[src/rtl/multi_channel_watchdog_if.sv]
// Heartbeat, configuration and status bundle of the multi-channel watchdog.
interface multi_channel_watchdog_if #(
    parameter int unsigned NUM_CH = 4,
    parameter int unsigned CNT_W  = 32
);
    localparam int unsigned CH_W = (NUM_CH > 1) ? $clog2(NUM_CH) : 1;

    logic [NUM_CH-1:0] enable;
    logic [NUM_CH-1:0] heartbeat;
    logic [NUM_CH-1:0] force_reset;
    logic              cfg_we;
    logic [CH_W-1:0]   cfg_ch;
    logic [CNT_W-1:0]  cfg_timeout;
    logic [CNT_W-1:0]  cfg_window;
    logic [NUM_CH-1:0] triggered;
    logic [NUM_CH-1:0] warning;
    logic [NUM_CH-1:0] early_err;
    logic              escalate;
    logic              any_triggered;

    // Heartbeat sources and the configuring host
    modport master (
        output enable, heartbeat, force_reset, cfg_we, cfg_ch, cfg_timeout, cfg_window,
        input  triggered, warning, early_err, escalate, any_triggered
    );

    // The watchdog itself
    modport slave (
        input  enable, heartbeat, force_reset, cfg_we, cfg_ch, cfg_timeout, cfg_window,
        output triggered, warning, early_err, escalate, any_triggered
    );
endinterface

[src/rtl/multi_channel_watchdog.sv]
// N-channel watchdog: per-channel programmable timeout, warning threshold,
// optional too-early window check, and a registered global escalation.
module multi_channel_watchdog #(
    parameter int unsigned NUM_CH          = 4,
    parameter int unsigned CNT_W           = 32,
    parameter int unsigned DEFAULT_TIMEOUT = 625_000_000,
    parameter int unsigned WARN_SHIFT      = 2,
    parameter bit          WINDOW_EN       = 1'b0,
    parameter int unsigned ESC_THRESHOLD   = 2
) (
    input  logic                   clk,
    input  logic                   rstn,
    multi_channel_watchdog_if.slave bus
);
    localparam int unsigned CH_W  = (NUM_CH > 1) ? $clog2(NUM_CH) : 1;
    localparam int unsigned POP_W = $clog2(NUM_CH + 1);
    localparam logic [CNT_W-1:0] DEF_TO = CNT_W'(DEFAULT_TIMEOUT);
    localparam logic [CNT_W-1:0] ONE    = CNT_W'(1);

    logic [NUM_CH-1:0] w_trig_vec;
    logic [NUM_CH-1:0] w_warn_vec;
    logic [NUM_CH-1:0] w_early_vec;
    logic [POP_W-1:0]  w_pop;
    logic              w_esc_nxt;
    logic              w_any_nxt;
    logic              r_escalate;
    logic              r_any;

    for (genvar g = 0; g < NUM_CH; g++) begin : g_ch
        logic [CNT_W-1:0] r_cnt;
        logic [CNT_W-1:0] r_timeout;
        logic [CNT_W-1:0] r_window;
        logic             r_trig;
        logic             r_warn;
        logic             r_early;

        logic [CNT_W-1:0] w_cnt_nxt;
        logic [CNT_W-1:0] w_timeout_nxt;
        logic [CNT_W-1:0] w_window_nxt;
        logic             w_trig_nxt;
        logic             w_warn_nxt;
        logic             w_early_nxt;
        logic [CNT_W-1:0] w_warn_thr;
        logic [CNT_W-1:0] w_cfg_to;
        logic             w_cfg_hit;
        logic             w_early_hb;

        // Subtracting a right-shifted copy can never underflow
        assign w_warn_thr = r_timeout - (r_timeout >> WARN_SHIFT);
        // Out-of-range channel numbers simply match no channel
        assign w_cfg_hit  = bus.cfg_we && (bus.cfg_ch == CH_W'(g));
        assign w_cfg_to   = (bus.cfg_timeout == '0) ? ONE : bus.cfg_timeout;
        assign w_early_hb = WINDOW_EN && (r_cnt < r_window);

        // Next state, highest-priority event first
        always_comb begin
            w_cnt_nxt     = r_cnt;
            w_timeout_nxt = r_timeout;
            w_window_nxt  = r_window;
            w_trig_nxt    = r_trig;
            w_warn_nxt    = r_warn;
            w_early_nxt   = r_early;
            if (!bus.enable[g] || bus.force_reset[g]) begin
                w_cnt_nxt   = '0;
                w_trig_nxt  = 1'b0;
                w_warn_nxt  = 1'b0;
                w_early_nxt = 1'b0;
            end else if (w_cfg_hit) begin
                w_timeout_nxt = w_cfg_to;
                w_window_nxt  = (bus.cfg_window >= w_cfg_to) ? '0 : bus.cfg_window;
                w_cnt_nxt     = '0;
                w_trig_nxt    = 1'b0;
                w_warn_nxt    = 1'b0;
            end else if (bus.heartbeat[g]) begin
                w_cnt_nxt = '0;
                if (w_early_hb) begin
                    w_early_nxt = 1'b1;
                    w_trig_nxt  = 1'b1;
                    w_warn_nxt  = 1'b1;
                end else begin
                    // A good kick clears a timeout, but a trigger caused by an
                    // early kick stays until force_reset, disable or reconfig
                    w_trig_nxt = r_trig && r_early;
                    w_warn_nxt = r_trig && r_early;
                end
            end else if (r_cnt >= r_timeout) begin
                w_cnt_nxt  = r_timeout;
                w_trig_nxt = 1'b1;
                w_warn_nxt = 1'b1;
            end else begin
                w_cnt_nxt  = r_cnt + ONE;
                w_warn_nxt = (r_cnt >= w_warn_thr) || r_trig;
            end
        end

        // Channel state registers
        always_ff @(posedge clk) begin
            if (!rstn) begin
                r_cnt     <= '0;
                r_timeout <= DEF_TO;
                r_window  <= '0;
                r_trig    <= 1'b0;
                r_warn    <= 1'b0;
                r_early   <= 1'b0;
            end else begin
                r_cnt     <= w_cnt_nxt;
                r_timeout <= w_timeout_nxt;
                r_window  <= w_window_nxt;
                r_trig    <= w_trig_nxt;
                r_warn    <= w_warn_nxt;
                r_early   <= w_early_nxt;
            end
        end

        assign w_trig_vec[g]  = r_trig;
        assign w_warn_vec[g]  = r_warn;
        assign w_early_vec[g] = r_early;

`ifdef FORMAL
        a_trig_warn: assert property (@(posedge clk) disable iff (!rstn)
            r_trig |-> r_warn);
        a_trig_cause: assert property (@(posedge clk) disable iff (!rstn)
            r_trig |-> ((r_cnt == r_timeout) || r_early));
        a_cnt_bound: assert property (@(posedge clk) disable iff (!rstn)
            r_cnt <= r_timeout);
        a_disable_clears: assert property (@(posedge clk) disable iff (!rstn)
            !bus.enable[g] |=> !(r_trig || r_warn || r_early));
        // Channels only see their own strobes; a foreign cfg write is inert here
        a_cfg_isolated: assert property (@(posedge clk) disable iff (!rstn)
            (bus.cfg_we && (bus.cfg_ch != CH_W'(g))) |=> ($stable(r_timeout) && $stable(r_window)));
        a_kick_isolated: assert property (@(posedge clk) disable iff (!rstn)
            (bus.enable[g] && !bus.force_reset[g] && !bus.heartbeat[g] && !w_cfg_hit
             && (r_cnt < r_timeout)) |=> (r_cnt == $past(r_cnt) + ONE));
`endif
    end

    // Population count of the registered triggered vector
    always_comb begin
        w_pop = '0;
        for (int i = 0; i < NUM_CH; i++) begin
            w_pop = w_pop + POP_W'(w_trig_vec[i]);
        end
    end

    assign w_esc_nxt = (32'(w_pop) >= ESC_THRESHOLD);
    assign w_any_nxt = |w_trig_vec;

    // Global status, one cycle behind triggered
    always_ff @(posedge clk) begin
        if (!rstn) begin
            r_escalate <= 1'b0;
            r_any      <= 1'b0;
        end else begin
            r_escalate <= w_esc_nxt;
            r_any      <= w_any_nxt;
        end
    end

    assign bus.triggered     = w_trig_vec;
    assign bus.warning       = w_warn_vec;
    assign bus.early_err     = w_early_vec;
    assign bus.escalate      = r_escalate;
    assign bus.any_triggered = r_any;
endmodule

[src/flat_wrapper.sv]
// flat-port wrapper written by rule: the top's interface ports become plain ports
module multi_channel_watchdog_flat 
#(
    parameter int unsigned NUM_CH          = 4,
    parameter int unsigned CNT_W           = 32,
    parameter int unsigned DEFAULT_TIMEOUT = 625_000_000,
    parameter int unsigned WARN_SHIFT      = 2,
    parameter bit          WINDOW_EN       = 1'b0,
    parameter int unsigned ESC_THRESHOLD   = 2
)
  (clk, rstn, bus_enable, bus_heartbeat, bus_force_reset, bus_cfg_we, bus_cfg_ch, bus_cfg_timeout, bus_cfg_window, bus_triggered, bus_warning, bus_early_err, bus_escalate, bus_any_triggered);
  multi_channel_watchdog_if #(.NUM_CH(NUM_CH), .CNT_W(CNT_W)) bus_i ();
  input  logic clk;
  input  logic rstn;
  input wire logic [$bits(bus_i.enable)-1:0] bus_enable;
  input wire logic [$bits(bus_i.heartbeat)-1:0] bus_heartbeat;
  input wire logic [$bits(bus_i.force_reset)-1:0] bus_force_reset;
  input wire logic [$bits(bus_i.cfg_we)-1:0] bus_cfg_we;
  input wire logic [$bits(bus_i.cfg_ch)-1:0] bus_cfg_ch;
  input wire logic [$bits(bus_i.cfg_timeout)-1:0] bus_cfg_timeout;
  input wire logic [$bits(bus_i.cfg_window)-1:0] bus_cfg_window;
  output wire logic [$bits(bus_i.triggered)-1:0] bus_triggered;
  output wire logic [$bits(bus_i.warning)-1:0] bus_warning;
  output wire logic [$bits(bus_i.early_err)-1:0] bus_early_err;
  output wire logic [$bits(bus_i.escalate)-1:0] bus_escalate;
  output wire logic [$bits(bus_i.any_triggered)-1:0] bus_any_triggered;
  assign bus_i.enable = bus_enable;
  assign bus_i.heartbeat = bus_heartbeat;
  assign bus_i.force_reset = bus_force_reset;
  assign bus_i.cfg_we = bus_cfg_we;
  assign bus_i.cfg_ch = bus_cfg_ch;
  assign bus_i.cfg_timeout = bus_cfg_timeout;
  assign bus_i.cfg_window = bus_cfg_window;
  assign bus_triggered = bus_i.triggered;
  assign bus_warning = bus_i.warning;
  assign bus_early_err = bus_i.early_err;
  assign bus_escalate = bus_i.escalate;
  assign bus_any_triggered = bus_i.any_triggered;
  multi_channel_watchdog #(.NUM_CH(NUM_CH), .CNT_W(CNT_W), .DEFAULT_TIMEOUT(DEFAULT_TIMEOUT), .WARN_SHIFT(WARN_SHIFT), .WINDOW_EN(WINDOW_EN), .ESC_THRESHOLD(ESC_THRESHOLD)) u_core (.clk(clk), .rstn(rstn), .bus(bus_i));
endmodule
[config.mk]
export PLATFORM = sky130hd
export DESIGN_NAME = multi_channel_watchdog_flat
export DESIGN_NICKNAME = d
export VERILOG_FILES = /design/src/rtl/multi_channel_watchdog_if.sv /design/src/rtl/multi_channel_watchdog.sv /design/src/flat_wrapper.sv
export SDC_FILE = /design/constraint.sdc
export NUM_CORES = 1
export LEC_CHECK = 0
export CAP_MARGIN = 20
export CORE_UTILIZATION = 50
export CTS_CLUSTER_SIZE = 10
export DETAILED_ROUTE_END_ITERATION = 7
export PLACE_DENSITY_LB_ADDON = 0.08
export SETUP_SLACK_MARGIN = 0.15
export SLEW_MARGIN = 15
export SYNTH_ARGS = -nofsm -noshare
export SYNTH_HDL_FRONTEND = slang
export SYNTH_SLANG_ARGS = --single-unit
[constraint.sdc]
create_clock -name clk -period 4.8 [get_ports clk]
set_input_delay 0.96 -clock clk [delete_from_list [all_inputs] [get_ports clk]]
set_output_delay 0.96 -clock clk [all_outputs]
set_load 0.02 [all_outputs]
==> impl_metrics.json <==
{
  "cp_num_buf_inv": 1,
  "place_congestion": 0.911,
  "grtUsageTotal": 0.287,
  "cpMostUsedCell": "a21oi_1",
  "fin_area_um2": 25700,
  "antenna_found_initial": 0,
  "power.leakage_nw": 11.4,
  "antenna_cells": 0,
  "critical_path_required_ns": 5.27,
  "power_density_nw_per_um2": 213,
  "fill_cells": 4283,
  "synth_edf_count": 0,
  "syn_inst": 2889,
  "cts_tree": "built",
  "ys_seq_elements": 266,
  "endpoint_kind": "register",
  "post-place-ws_ns": 0.0459,
  "finClkSkew_ns": 0.0149,
  "totalPowerFinal_w": 0.00549,
  "cts.reportedPaths.clkPinSlew_ns": 0.06,
  "period_needed_ns": 4.46,
  "start_util": 0.509,
  "drive_gt1_frac": 0.0532,
  "seq_area_um2": 5330,
  "drt_iter0_drc": 1326,
  "fmax_mhz": 224,
  "place_area_um2": 24500,
  "core_um2": 45500,
  "status": "complete, no violations",
  "post-route-period-util": 0.929,
  "crit_fanout": 4,
  "num_vias": 20800,
  "drc_errors": 0,
  "start_kind": "register",
  "num_rows": 78,
  "first_pass_iters": 5,
  "drv_cap": 0,
  "critPathTopFamily": "compound AO/OA/AOI/OAI gates",
  "grt_first_pass_wirelength_um": 108000,
  "critPathArrivalTime_ns": 4.93,
  "syn_avg_cell_area_um2": 8.01,
  "clock_latency_ns": 0.55,
  "vias_per_cell": 5.85,
  "clkSinkCount": 266,
  "die_area_um2": 47200,
  "path_class": "register to register",
  "tns_ns": 0,
  "final_max_slew_viol_count": 0,
  "hpwl_um": 51400,
  "die_x_um": 217,
  "finalHoldViolCount": 0,
  "hold_buffers": 0,
  "hold_class": "register to register",
  "area_delta_synth_final_pct": 11.1,
  "setup_ws_ns": 0.342,
  "pin_count": 95,
  "clockBufferDepth": 3,
  "die_y_um": 217,
  "grt.overflow.total": 0,
  "htreeDepth": 2,
  "drt-total-wl_um": 67700,
  "worst_path_max_delay_cell": "or3_4",
  "port_buffers": 58,
  "rsz0062_at_grt": "yes",
  "crit_chain": "buf_4, ha_4, o211ai_1, a21oi_1, o22a_1, a311o_1, a311o_1, a41o_4, a31oi_4, o311ai_1, xnor2_1, ha_1, nand4_1, nor2_1, nand3_1, or3_4, a21oi_2, a2111oi_2, o221ai_1, a21oi_1, a21oi_1",
  "cp_slowest_stage_delay_ns": 0.40,
  "grt_max_degree": 69,
  "setup_violations": 0,
  "grt_pass1_vias": 20100,
  "postRouteAntennaNets": 0,
  "wl_per_cell_um": 19.1,
  "ys_warn_count": 0,
  "synth_ff_type": "dfxtp_1",
  "syn_area_um2": 23200,
  "slew_headroom": 0.281,
  "cts_buffers": 36,
  "seq_area_frac_synth": 0.230,
  "synth_cell_type_count": 74,
  "worstMarginPinSlew_ns": 1.08,
  "vdd_drop_max_mv": 0.206,
  "async_flop_share": 0,
  "final_net_count": 3400,
  "multiInputGateArea_um2": 16900,
  "root_buffer": "clkbuf_16"
}
==> metrics by stage <==
stage | instances | utilization | hold slack (ns)
floorplan | 2892 | - | 0.457
global placement | 3491 | 0.538 | 0.481
detailed placement | 3491 | 0.538 | 0.491
CTS | 3548 | 0.562 | 0.499
global route | 3551 | 0.566 | 0.520
finish | 3551 | 0.566 | 0.492
==> final timing paths <==
check	from	endpoint	slack (ns)	depth (start not counted)
hold reg to reg	u_core.g_ch[1].r_timeout[5]	u_core.g_ch[1].r_timeout[5]	0.49	2
setup / recovery	u_core.g_ch[1].r_timeout[2]	u_core.g_ch[1].r_warn	0.34	21
setup reg to reg	u_core.g_ch[1].r_timeout[2]	u_core.g_ch[1].r_warn	0.34	21
hold / removal	u_core.g_ch[1].r_timeout[5]	u_core.g_ch[1].r_timeout[5]	0.49	2
==> synth_stat cells (9+ instances only) <==
library cell,instances,area share
a31oi_1,15,0.0041
o21a_1,19,0.0062
xnor2_1,107,0.040
nor4_1,13,0.0035
and2_1,10,0.0027
nor2_1,226,0.037
and4_1,16,0.0061
buf_4,12,0.0039
a21oi_1,165,0.036
nand2_1,323,0.052
o21bai_1,16,0.0052
a21boi_0,82,0.027
nor3_1,33,0.0071
nor2b_1,43,0.012
xor2_1,130,0.049
nand4_1,53,0.014
inv_1,182,0.030
o31ai_1,9,0.0029
ha_1,383,0.21
a211oi_1,143,0.046
clkbuf_1,89,0.014
dfxtp_1,266,0.23
o211ai_1,56,0.018
and3_1,43,0.012
nand2b_1,33,0.0089
a21o_1,127,0.041
o21ai_0,91,0.020
o211a_1,9,0.0039
nand3_1,83,0.018
==> layout make-up <==
cell class,count,share of cell area
clock buffers,51,0.0407
clock inverters,6,0.00131
inverters,182,0.0265
multi-input cells,2335,0.657
flip-flops and latches,266,0.207
well taps,600,0.0292
repair buffers,111,0.0384
==> report_power, final <==
| part | switching, W | total, W | internal (W) | leakage, nW |
|---|---|---|---|---|
| sequential | 0.0000205 | 0.00225 | 0.00223 | 2.15 |
| combinational | 0.000394 | 0.000681 | 0.000287 | 8.67 |
| clock | 0.00105 | 0.00256 | 0.00151 | 0.539 |
==> worst min-delay path: stages (launching register included) <==
cell and delay (ns):
dfxtp_2 0.33, nand2_1 0.05, a21boi_0 0.06
==> routing by layer <==
metal	global-route usage	up-vias	wire length [µm]
met5	0	-	0
met2	0.463	444	30000
met1	0.390	9770	32500
met4	0.105	0	2390
met3	0.0351	102	2830
li1	-	10500	-
==> sequential cells by signal, indices dropped and copies added (netlist names) <==
name / cells
u_core.g_ch.r_cnt: 128
u_core.g_ch.r_timeout: 128
u_core.g_ch.r_trig: 4
u_core.g_ch.r_warn: 4
u_core.bus.any_triggered: 1
u_core.bus.escalate: 1
==> logic make-up after synthesis <==
logic type	after synthesis	share of synthesized area
other	1	0.000162
flip-flops	266	0.230
AO/OA/AOI/OAI	805	0.239
buffers and inverters	291	0.0492
multiplexers	3	0.00130
XOR/XNOR	237	0.0897
AND/OR/NAND/NOR	899	0.180
adder cells (fa/ha/maj)	387	0.210
==> repair_timing <==
item                       CTS  global route
gates resized for setup      3            37
setup buffers                0             3
setup endpoints to repair    2             4
pin swaps                    1            23
==> cells in the final DEF, fill, tap and decap left out, drive strengths merged, types with 9 or more instances in the layout <==
cell type | synthesis | routed
and2 | 10 | 10
clkbuf | 89 | 51
nand2b | 33 | 33
and3 | 43 | 43
ha | 383 | 383
o21a | 19 | 19
o21bai | 16 | 16
a21boi | 82 | 82
buf | 20 | 54
nand4 | 53 | 53
xnor2 | 107 | 107
clkdlybuf4s50 | 0 | 57
nor2b | 43 | 43
nor4 | 13 | 13
a31oi | 16 | 16
nand2 | 323 | 323
inv | 182 | 183
nand3 | 83 | 83
nor3 | 33 | 33
a21o | 127 | 127
o21ai | 94 | 94
and4 | 16 | 16
xor2 | 130 | 130
o211ai | 56 | 56
o31ai | 9 | 9
o211a | 9 | 9
dfxtp | 266 | 266
a21oi | 166 | 166
a211oi | 143 | 143
nor2 | 226 | 226
Power figures use the tool's default switching activity.
